`src/rtl/wb_pkg.sv`:
```
// Shared definitions for the wishbone slave multiplexer.
package wb_pkg;

  typedef enum logic [1:0] {
    ST_IDLE   = 2'd0,
    ST_ACTIVE = 2'd1,
    ST_ERR    = 2'd2
  } wb_state_e;

  // Index width for a slave count; at least one bit so a single slave still indexes.
  function automatic int idx_w(input int n);
    return (n > 1) ? $clog2(n) : 1;
  endfunction

endpackage

```
`src/rtl/wb_addr_match.sv`:
```
// Base/mask address comparator for one slave window.
module wb_addr_match #(
  parameter int ADDR_WIDTH = 32
) (
  input  logic [ADDR_WIDTH-1:0] adr,
  input  logic [ADDR_WIDTH-1:0] base,
  input  logic [ADDR_WIDTH-1:0] mask,
  output logic                  match
);

  assign match = ((adr & mask) == (base & mask));

endmodule

```
`src/rtl/wb_mux_n.sv`:
```
// One-master to N-slave wishbone multiplexer with decode,
// per-transfer timeout and a saturating error counter.
module wb_mux_n
  import wb_pkg::*;
#(
  parameter int NUM_SLAVES   = 4,
  parameter int DATA_WIDTH   = 128,
  parameter int ADDR_WIDTH   = 32,
  parameter int SELECT_WIDTH = DATA_WIDTH / 8,
  parameter logic [NUM_SLAVES*ADDR_WIDTH-1:0] SLAVE_ADDR = '0,
  parameter logic [NUM_SLAVES*ADDR_WIDTH-1:0] SLAVE_MASK = '0,
  parameter int TIMEOUT      = 255
) (
  input  logic                             clk,
  input  logic                             rst,
  input  logic [ADDR_WIDTH-1:0]            wbm_adr_i,
  input  logic [DATA_WIDTH-1:0]            wbm_dat_i,
  output logic [DATA_WIDTH-1:0]            wbm_dat_o,
  input  logic                             wbm_we_i,
  input  logic [SELECT_WIDTH-1:0]          wbm_sel_i,
  input  logic                             wbm_stb_i,
  input  logic                             wbm_cyc_i,
  output logic                             wbm_ack_o,
  output logic                             wbm_err_o,
  output logic                             wbm_rty_o,
  output logic [NUM_SLAVES*ADDR_WIDTH-1:0] wbs_adr_o,
  output logic [NUM_SLAVES*DATA_WIDTH-1:0] wbs_dat_o,
  output logic [NUM_SLAVES-1:0]            wbs_we_o,
  output logic [NUM_SLAVES*SELECT_WIDTH-1:0] wbs_sel_o,
  input  logic [NUM_SLAVES*DATA_WIDTH-1:0] wbs_dat_i,
  output logic [NUM_SLAVES-1:0]            wbs_stb_o,
  output logic [NUM_SLAVES-1:0]            wbs_cyc_o,
  input  logic [NUM_SLAVES-1:0]            wbs_ack_i,
  input  logic [NUM_SLAVES-1:0]            wbs_err_i,
  input  logic [NUM_SLAVES-1:0]            wbs_rty_i,
  output logic [15:0]                      err_count
);

  localparam int IW = idx_w(NUM_SLAVES);
  localparam int TW = (TIMEOUT > 1) ? $clog2(TIMEOUT) : 1;

  wb_state_e               state_q;
  wb_state_e               state_d;
  logic [IW-1:0]           sel_q;
  logic [TW-1:0]           timer_q;
  logic [15:0]             err_cnt_q;
  logic [NUM_SLAVES-1:0]   match;
  logic                    hit;
  logic [IW-1:0]           hit_idx;
  logic                    s_ack;
  logic                    s_err;
  logic                    s_rty;
  logic [DATA_WIDTH-1:0]   s_dat;
  logic                    s_resp;
  logic                    req;
  logic                    tmo;
  logic                    err_inc;

  for (genvar g = 0; g < NUM_SLAVES; g++) begin : g_match
    wb_addr_match #(
      .ADDR_WIDTH(ADDR_WIDTH)
    ) u_match (
      .adr  (wbm_adr_i),
      .base (SLAVE_ADDR[g*ADDR_WIDTH +: ADDR_WIDTH]),
      .mask (SLAVE_MASK[g*ADDR_WIDTH +: ADDR_WIDTH]),
      .match(match[g])
    );
  end

  assign wbs_adr_o = {NUM_SLAVES{wbm_adr_i}};
  assign wbs_dat_o = {NUM_SLAVES{wbm_dat_i}};
  assign wbs_we_o  = {NUM_SLAVES{wbm_we_i}};
  assign wbs_sel_o = {NUM_SLAVES{wbm_sel_i}};
  assign err_count = err_cnt_q;

  // Descending scan so the lowest matching index is the last write.
  always_comb begin
    hit     = 1'b0;
    hit_idx = '0;
    for (int i = NUM_SLAVES - 1; i >= 0; i--) begin
      if (match[i]) begin
        hit     = 1'b1;
        hit_idx = IW'(i);
      end
    end
  end

  always_comb begin
    s_ack = 1'b0;
    s_err = 1'b0;
    s_rty = 1'b0;
    s_dat = '0;
    for (int i = 0; i < NUM_SLAVES; i++) begin
      if (sel_q == IW'(i)) begin
        s_ack = wbs_ack_i[i];
        s_err = wbs_err_i[i];
        s_rty = wbs_rty_i[i];
        s_dat = wbs_dat_i[i*DATA_WIDTH +: DATA_WIDTH];
      end
    end
  end

  assign s_resp  = s_ack | s_err | s_rty;
  assign req     = wbm_cyc_i & wbm_stb_i;
  assign tmo     = (state_q == ST_ACTIVE) && (TIMEOUT != 0)
                && (timer_q == TW'(TIMEOUT - 1)) && !s_resp;
  assign err_inc = (state_q == ST_ERR) | tmo;

  always_ff @(posedge clk or posedge rst) begin
    if (rst) state_q <= ST_IDLE;
    else     state_q <= state_d;
  end

  always_comb begin
    state_d = state_q;
    unique case (state_q)
      ST_IDLE: begin
        if (req) state_d = hit ? ST_ACTIVE : ST_ERR;
      end
      ST_ACTIVE: begin
        if (!wbm_cyc_i || s_resp || tmo) state_d = ST_IDLE;
      end
      ST_ERR:  state_d = ST_IDLE;
      default: state_d = ST_IDLE;
    endcase
  end

  always_comb begin
    wbm_ack_o = 1'b0;
    wbm_err_o = 1'b0;
    wbm_rty_o = 1'b0;
    wbm_dat_o = '0;
    wbs_cyc_o = '0;
    wbs_stb_o = '0;
    unique case (state_q)
      ST_ACTIVE: begin
        wbm_ack_o = s_ack;
        wbm_err_o = s_err | tmo;
        wbm_rty_o = s_rty;
        wbm_dat_o = s_dat;
        for (int i = 0; i < NUM_SLAVES; i++) begin
          if (sel_q == IW'(i) && !tmo) begin
            wbs_cyc_o[i] = wbm_cyc_i;
            wbs_stb_o[i] = wbm_cyc_i & wbm_stb_i;
          end
        end
      end
      ST_ERR:  wbm_err_o = 1'b1;
      default: ;
    endcase
  end

  always_ff @(posedge clk or posedge rst) begin
    if (rst) begin
      sel_q     <= '0;
      timer_q   <= '0;
      err_cnt_q <= '0;
    end else begin
      if (state_q == ST_IDLE) begin
        timer_q <= '0;
        if (req && hit) sel_q <= hit_idx;
      end else if (state_q == ST_ACTIVE) begin
        timer_q <= timer_q + 1'b1;
      end
      if (err_inc && err_cnt_q != 16'hFFFF)
        err_cnt_q <= err_cnt_q + 16'd1;
    end
  end

endmodule
```
`config.mk`:
```
export PLATFORM = sky130hd
export DESIGN_NAME = wb_mux_n
export DESIGN_NICKNAME = d
export VERILOG_FILES = /design/src/rtl/wb_pkg.sv /design/src/rtl/wb_addr_match.sv /design/src/rtl/wb_mux_n.sv
export SDC_FILE = /design/constraint.sdc
export NUM_CORES = 1
export LEC_CHECK = 0
export BUFFER_PORTS_ARGS = -buffer_cell sky130_fd_sc_hd__clkbuf_2
export CAP_MARGIN = 20
export CORE_AREA = 2 2 612 614
export CTS_CLUSTER_DIAMETER = 50
export DETAILED_ROUTE_END_ITERATION = 10
export DIE_AREA = 0 0 614 616
export PLACE_DENSITY_LB_ADDON = 0.2
export SLEW_MARGIN = 20
export SYNTH_ARGS = -nofsm -noshare
export SYNTH_HDL_FRONTEND = slang
export SYNTH_HIERARCHICAL = 1
export SYNTH_SLANG_ARGS = --single-unit
```
`constraint.sdc`:
```
create_clock -name clk -period 2.7 [get_ports clk]
set_input_delay 0.135 -clock clk [delete_from_list [all_inputs] [get_ports clk]]
set_output_delay 0.135 -clock clk [all_outputs]
set_load 0.1 [all_outputs]
```
# [Word level (Yosys, flattened, before mapping)]
# Index checks and enable logic that the tools add are counted.
# Widths: inputs -> output; s select.
[op_classes] eq_ne=6 n_addsub=2 bitwise=5 n_reduce_logical=10 mux=13
[op_table] cell="$mux 128" n=1
[op_table] cell="$add 16x1->16 const B" n=1
[op_table] cell="$mux 8" n=2
[op_table] cell="$ne 16x16->1 const B" n=1
[op_table] cell="$add 8x1->8 const B" n=1
[op_table] cell="$eq 8x8->1 const B" n=1
[op_table] cell="$mux 1" n=6
[op_table] cell="$mux 2" n=2
[op_table] cell="$or 1x1->1" n=4
[op_table] cell="$pmux 2 s2" n=1
[op_table] cell="$logic_and 1x1->1" n=3
[op_table] cell="$eq 2x1->1 const B" n=1
[op_table] cell="$eq 2x2->1 const B" n=1
[op_table] cell="$logic_not 1->1" n=2
[op_table] cell="$logic_not 2->1" n=1
[op_table] cell="$logic_or 1x1->1" n=2
[op_table] cell="$ne 2x1->1 const B" n=1
[op_table] cell="$ne 2x2->1 const B" n=1
[op_table] cell="$pmux 1 s2" n=1
[op_table] cell="$reduce_and 2->1" n=1
[op_table] cell="$reduce_bool 2->1" n=1
[op_table] cell="$and 1x1->1" n=1
[totals] out_inout_bits=863 wordCells=39 input_bits=705 ff_bits=26

# [Depth between registers and ports, before layout]
# Gate-level depths: netlist of the first run.
[depth] depth_word=7 depth_mapped=8 ltp_nobuf=8

# [Cells and area by module]
# The synthesis of the first run kept the hierarchy.
[modules_own_cells] mod="wb_mux_n" area_per_inst_um2=10811.6 seq_area_each_um2=700.7 instances=1 cells_each=1175
[modules_own_cells] mod="wb_addr_match" area_per_inst_um2=437.9 seq_area_each_um2=0.0 instances=4 cells_each=53

# [Worst setup path after synthesis of the first run]
# No wires, ideal clock.
[synth_timing] path_type="reg-to-reg" start="reg err_cnt_q[0] (netlist: err_count[0])" end="reg err_cnt_q[1] (netlist: err_count[1])" stages_incl_launch_ff=7 period_less_slack_ns=2.731 setup_slack_ns=-0.031 arrival_time_ns=2.602 required_time_ns=2.572 path_cell_list="dfrtp_1 > ha_1 > and3_1 > nand3_1 > nor3_2 > nor2_1 > mux2_1"
[synth_via] elab_chain_cells=2
[synth_rtl] item="start, declared" line="wb_mux_n.sv:46" text="logic [15:0] err_cnt_q;"
[synth_rtl] item="start signal, assigned" line="wb_mux_n.sv:166" text="err_cnt_q <= err_cnt_q + 16'd1;"
[synth_rtl] item="parallel branches: the longest is 2 deep, another holds $add 16x1->16"
# Several ways; the timed one is not identified.
# A chain may end at the register's enable or synchronous reset.

==> results of run 1 <==
stage by stage:
stage	utilization	hold slack, ns
floorplan	-	0.200
global placement	0.0545	0.272
detailed placement	0.0545	0.272
CTS	0.0553	0.0363
global route	0.0554	0.0431
finish	0.0555	-0.0270
logic make-up (layout without fill, tap and decap cells):
kind of cell | after synthesis | in the layout
AOI/OAI and AO/OA | 82 | 82
buffers and inverters | 765 | 883
adders and majority gates | 6 | 6
DFF | 28 | 28
other | 1 | 284
and+or+nand+nor | 224 | 224
xor gates and xnor gates | 146 | 146
muxes | 135 | 135
registers in the layout, indices dropped and copies added, names as in the netlist:
name       flops
err_count     16
timer_q        8
state_q        2
sel_q          2
layer usage:
metal / vias to the layer above / routed length [um] / global-route usage
li1: 4568 / - / -
met1: 5691 / 58100 / 0.0873
met2: 1531 / 104000 / 0.188
met3: 466 / 35900 / 0.0809
met4: 60 / 4020 / 0.0133
met5: - / 1110 / 0.0114
worst max-delay path, delay by kind of cell (launching register included):
kind	cells	cell delay (ns)
muxes	1	0.56
buffers and inverters	3	0.53
and+or+nand+nor	1	0.29
AOI/OAI and AO/OA	2	0.31
DFF	1	0.54
worst max path at each step:
stage	from	end	slack, ns	depth (start not counted)
2_1_floorplan	sel_q[1]	wbs_stb_o[2]	-0.02	5
3_3_place_gp	sel_q[0]	err_count[14]	-0.27	6
3_5_place_dp	sel_q[0]	err_count[14]	-0.27	6
4_1_cts	sel_q[0]	wbm_err_o	-0.1	7
5_1_grt	sel_q[0]	wbs_stb_o[1]	-0.12	8
6_report	sel_q[0]	wbm_err_o	-0.03	7
what timing repair did:
action                                  4_1_cts  5_1_grt
pin swaps                                     5        8
resized for setup                            27        4
setup buffers                                 6        1
endpoints found under the setup margin       69       19
gates cloned                                  0        0
layout by cell type, fill, tap and decap left out, types with 19 or more instances in the layout:
cell	instances
buf_4	41
clkbuf_2	720
conb_1	256
diode_2	28
xor2_1	144
mux4_2	131
nand4_1	20
dfrtp_1	25
and2_1	129
nand2_1	19
a22oi_1	64
buf_12	105
report_power, final:
| group | switching [mW] | leakage [nW] | internal, mW |
|---|---|---|---|
| clock | 0.192 | 0.0513 | 0.297 |
| combinational | 2.05 | 7.17 | 0.771 |
| sequential | 0.0969 | 0.363 | 0.487 |
| total | 2.34 | 7.59 | 1.55 |
layout make-up:
type,count,area (um^2),share of cell area
Antenna cell,28,70.1,0.00340
Clock buffer,3,75.1,0.00364
Clock inverter,1,30.0,0.00146
Inverter,9,33.8,0.00164
Multi-Input combinational cell,849,7380,0.358
Sequential cell,28,709,0.0344
Tap cell,4972,6220,0.302
Timing Repair Buffer,870,6090,0.295
==> flow_summary.toml, run 1 <==
[worst_setup_path]
crit_path_end_kind = "output port"
worst_path_max_delay_cell = "mux4_2"
worstSetupStartpointType = "register"
critical-path-max-stage-delay_ns = 0.56
cp_data_arrival_time_ns = 2.59
r2r-start = "sel_q[0]"
r2r_end = "err_count[10]"
timing.critical_path.required_ns = 2.57
reg2reg_setup_slack_ns = 0.09
timing.setup.critical_path_class = "reg2out"
cp_max_fo = 5
reg2regPathDepth = 7
worstPathCellList = "mux4_2, buf_12, nor4_4, buf_4, o21a_1, o21a_1, buf_12"

[clock_network]
cts_max_path_buffers = 2
clockRootBuffer = "clkbuf_16"
tritoncts_num_sinks = 28
worstSkewPairLatency_ns = 0.30
tritoncts = "done"
cts_hold_buffers = 0
htree_levels = 1
cts_buffers = 3
clk_slew_on_worst_s_h_paths_ns = 0.08

[place]
io_buffer_count = 842
pre_cts_slack_ns = -0.271
gp_routability_congestion = 0.882
detailedPlacementHpwl_mm = 193
dpl_cell_area_mm2 = 0.0202
dp.cells = 6721

[floorplan]
rows = 224
pin_count = 1568
fp.coreArea_mm2 = 0.371
die_width_um = 614
chipHeight_um = 616
die-area_mm2 = 0.378
initial_utilization = 0.0338

[logic_synthesis]
synth-xor-area-share = 0.102
yosys_register_bits = 28
synth_flop_cell = "dfrtp_1"
yosys.area_share.simple = 0.109
ys_seq_area_frac = 0.0558
leading_cell_type_by_number_of_instances_after_synthesis = "buf_4"
synth_top_family_by_area = "buffers and inverters"
yosys.cell_types.count = 42
yosys.area.top_type_share = 0.423
synthMuxAreaShare = 0.238
synthesis.area_per_instance_um2 = 9.06
synth_warnings = 6
synthAdderAreaFrac = 0.00598
mappedNetlistArea_mm2 = 0.0126
async_flop_share = 1.00
synth.top_cells.by_area = "buf_4, mux4_2, xor2_1"
syn_inst = 1387
netlist_top_cells_count = "buf_4, xor2_1, mux4_2"
synthDominantAreaCellType = "buf_4"
synth_compound_area_frac = 0.0475
synth_edf_count = 0

[detailed_routing]
antenna_violating_nets_post_route = 0
post-route-drc-count = 0
firstDrtPassIters = 5
detail_route.iter0.violations = 824
via_count = 12300
drt_wl_total_mm = 203
wirelength_per_cell_um = 30.0
post_drt_via_cell_ratio = 1.82

[timing]
min_period_over_period = 1.01
hold_viol_final = 13
worst_pin_slew_ns = 0.840
finalClockSkew_ns = 0.0102
fin_worst_hold_slack_ns = -0.0270
maxClockFrequency_mhz = 366
worst_slack_ns = -0.0294
setup_total_negative_slack_ns = -0.0600
maxSlewViolCount = 0
unrepaired_setup_endpoints_after_global_routing = "true"
period_minus_slack_ns = 2.73
worst_slew_margin_rel = 0.440
setup_viol = 5

[layout]
final_layout_size_suffix_gt1_frac = 0.587
finalInstanceArea_mm2 = 0.0206
fin_nets = 2472
nFillCells = 43900
stdcell_count = 6760
areaGrowthSynthToFinish_pct = 64.1

[hold_path]
hold_path_class = "in2async"

[power]
post-layout-total-power_mw = 3.90
power_density_normalized_to_cell_area_mw_per_mm2 = 189
ir_worst_vdd_mv = 0.202
power.static_leakage_nw = 7.59

[grt]
grt_overflow_total = 0
grt_max_degree = 102
global_route_usage_over_all_layers = 0.103
antenna_found_initial = 210
first_global_vias = 11500
global_route_wire_length_before_repair_mm = 228

[flow_run]
max-cap-violations = 0

[status]
outcome = "finished, violations left"
violations = "hold timing, setup timing"
Note: power is estimated with default switching activity, not from simulation.
==> inputs of run 2 (changes only) <==
--- a/config.mk
+++ b/config.mk
@@ -5,12 +5,13 @@
 export SDC_FILE = /design/constraint.sdc
 export NUM_CORES = 1
 export LEC_CHECK = 0
+export ABC_AREA = 1
 export BUFFER_PORTS_ARGS = -buffer_cell sky130_fd_sc_hd__clkbuf_2
 export CAP_MARGIN = 20
-export CORE_AREA = 2 2 612 614
+export CORE_AREA = 2 2 611 613
 export CTS_CLUSTER_DIAMETER = 50
 export DETAILED_ROUTE_END_ITERATION = 10
-export DIE_AREA = 0 0 614 616
+export DIE_AREA = 0 0 613 615
 export PLACE_DENSITY_LB_ADDON = 0.2
 export SLEW_MARGIN = 20
 export SYNTH_ARGS = -nofsm -noshare
==> run 2 against run 1 <==
Effect of this change:
- the run now ends clean
- critical path depth unchanged
- largest power group unchanged
- register-to-register slack better by 0.50 ns
- worst hold slack gained 0.27 ns
- first-iteration DRC count grew 1.6%
- sequential share of layout area decreased by 0.37 points
- synthesized cell count up 71%
==> flow_summary.toml, run 2 <==
[status]
outcome = "completed"

[detailed_routing]
post-route-drc-count = 0
routed-wl-met2_mm = 86.6
route.top_layer_used = "met5"
wl_met1_mm = 55.3
firstDrtPassIters = 5
via_count = 16200
wirelength_per_cell_um = 23.1
detail_route.iter0.violations = 837
met3_wl_post_dr_mm = 33.4
post_drt_via_cell_ratio = 2.05
antenna_violating_nets_post_route = 0
drt_wl_total_mm = 183

[timing]
worst_slew_margin_rel = 0.476
setup_viol = 0
unrepaired_setup_endpoints_after_global_routing = "true"
maxClockFrequency_mhz = 387
period_minus_slack_ns = 2.59
finalClockSkew_ns = 0.0121
maxSlewViolCount = 0
hold_viol_final = 0
worst_pin_slew_ns = 0.786
min_period_over_period = 0.957

[floorplan]
die_width_um = 613
pin_count = 1568
fp.coreArea_mm2 = 0.371
rows = 224
die-area_mm2 = 0.377
chipHeight_um = 615
initial_utilization = 0.0369

[power]
ir_worst_vdd_mv = 0.163
post-layout-total-power_mw = 3.63
power_density_normalized_to_cell_area_mw_per_mm2 = 157
power.static_leakage_nw = 10.2

[flow_run]
max-cap-violations = 0

[worst_setup_path]
worstPathCellList = "nor2_4, clkinv_4, buf_12, o221ai_1, a21oi_2, buf_4, buf_12"
cp_max_fo = 43
worst_path_max_delay_cell = "dfrtp_4"
critical-path-max-stage-delay_ns = 0.58
timing.setup.critical_path_class = "reg2out"
worstSetupStartpointType = "register"
cp_data_arrival_time_ns = 2.45
crit_path_end_kind = "output port"
cpMostUsedCell = "buf_12"
r2r-start = "state_q[1]"
startpoint = "sel_q[1]"
timing.critical_path.required_ns = 2.57

[layout]
nFillCells = 44300
layout.cells.most_common = "clkbuf_2"
commonest_cells_after_routing_fill_and_taps_aside = "clkbuf_2, nand2_1, conb_1"
final_layout_size_suffix_gt1_frac = 0.339
fin_nets = 3616
finalInstanceArea_mm2 = 0.0231
largest_register_ffs = 16
area_used_by_multi_input_combinational_logic_mm2 = 0.00854
seqCellArea_um2 = 708
areaGrowthSynthToFinish_pct = 68.8

[clock_network]
clockRootBuffer = "clkbuf_16"
postCtsSetupBuffers = 0
tritoncts = "done"
worstSkewPairLatency_ns = 0.29
clk_slew_on_worst_s_h_paths_ns = 0.08
tritoncts_num_sinks = 28
htree_levels = 1
cts_buffers = 3
cts_max_path_buffers = 2

[hold_path]
hold_path_class = "in2reg"
critical_hold_path_startpoint = "wbm_cyc_i"

[place]
detailedPlacementHpwl_mm = 171
dpl_cell_area_mm2 = 0.0229
io_buffer_count = 842
gp_routability_congestion = 0.859

[logic_synthesis]
leading_cell_type_by_number_of_instances_after_synthesis = "buf_4"
synth_warnings = 6
syn_inst = 2378
synthDominantAreaCellType = "buf_4"
netlist_top_cells_count = "buf_4, nand2_1, nor2_1"
synthesis.area_per_instance_um2 = 5.75
yosys_register_bits = 28
yosys.cell_types.count = 38
synth_flop_cell = "dfrtp_1"
yosys.area.top_type_share = 0.390
synth.top_cells.by_area = "buf_4, nand2_1, nor2_1"
async_flop_share = 1.00
ys_seq_area_frac = 0.0512
mappedNetlistArea_mm2 = 0.0137
synth_edf_count = 0

[grt]
first_global_vias = 15700
grt_max_degree = 70
grt_overflow_total = 0
global_route_wire_length_before_repair_mm = 217
global_route_usage_over_all_layers = 0.0928
antenna_found_initial = 141
-- run 2: kinds of logic (layout without fill, tap and decap cells) --
| group | count (synthesis) | count (layout) | share of synthesized area |
|---|---|---|---|
| and+or+nand+nor | 1086 | 1086 | 0.338 |
| buffers and inverters | 944 | 1043 | 0.458 |
| AOI/OAI and AO/OA | 299 | 299 | 0.138 |
| DFF | 28 | 28 | 0.0512 |
| xor gates and xnor gates | 14 | 14 | 0.00897 |
| adders and majority gates | 6 | 6 | 0.00549 |
| other | 1 | 462 | 0.000274 |
-- run 2: what timing repair did --
item	in CTS	in global routing
pin swaps	0	2
hold buffers	1	0
hold endpoints to repair	28	0
resized for setup	2	4
cloned	0	0
endpoints found under the setup margin	5	5
-- run 2: final cells by class --
cell class | count | area share
multi-input cells | 1833 | 0.370
repair buffers | 891 | 0.297
well taps | 4972 | 0.269
flip-flops and latches | 28 | 0.0307
inverters | 148 | 0.0246
diodes | 34 | 0.00368
clock buffers | 3 | 0.00325
clock inverters | 1 | 0.00130
-- run 2: routing by layer --
metal	vias to the layer above	global-route usage
met3	334	0.0762
li1	7588	-
met4	87	0.0290
met5	-	0.0139
met1	6867	0.0811
met2	1332	0.157
-- run 2: worst max-delay path: cells and delay by family (launching register included) --
family                 cells  cell delay (ns)
AND/OR/NAND/NOR            1             0.32
buffers and inverters      4             0.84
AO/OA/AOI/OAI              2             0.36
flip-flops                 1             0.58
-- run 2: report_power, final --
part           internal [mW]  total (mW)  switching [mW]
registers              0.452       0.507          0.0548
logic                  0.666        2.63            1.96
clock network          0.297       0.491           0.193
-- run 2: final timing paths --
check,to,slack (ns),cells past startpoint
setup / recovery,wbm_dat_o[87],0.11,7
hold / removal,sel_q[1],0.24,3
setup reg to reg,err_count[0],0.59,9
hold reg to reg,state_q[1],0.52,2
max in group asynchronous,sel_q[1],1.75,4
min in group asynchronous,err_count[6],0.58,4
-- run 2: metrics by stage --
stage          utilization  TNS (ns)  hold slack [ns]  std cells  setup slack (ns)
2_1_floorplan            -    -0.239            0.200       2805           -0.0796
3_3_place_gp        0.0617         0            0.272       7871             0.165
3_5_place_dp        0.0617         0            0.272       7871             0.191
4_1_cts             0.0620         0            0.235       7876            0.0111
5_1_grt             0.0622  -0.00519            0.258       7899          -0.00519
6_report            0.0623         0            0.241       7910             0.115
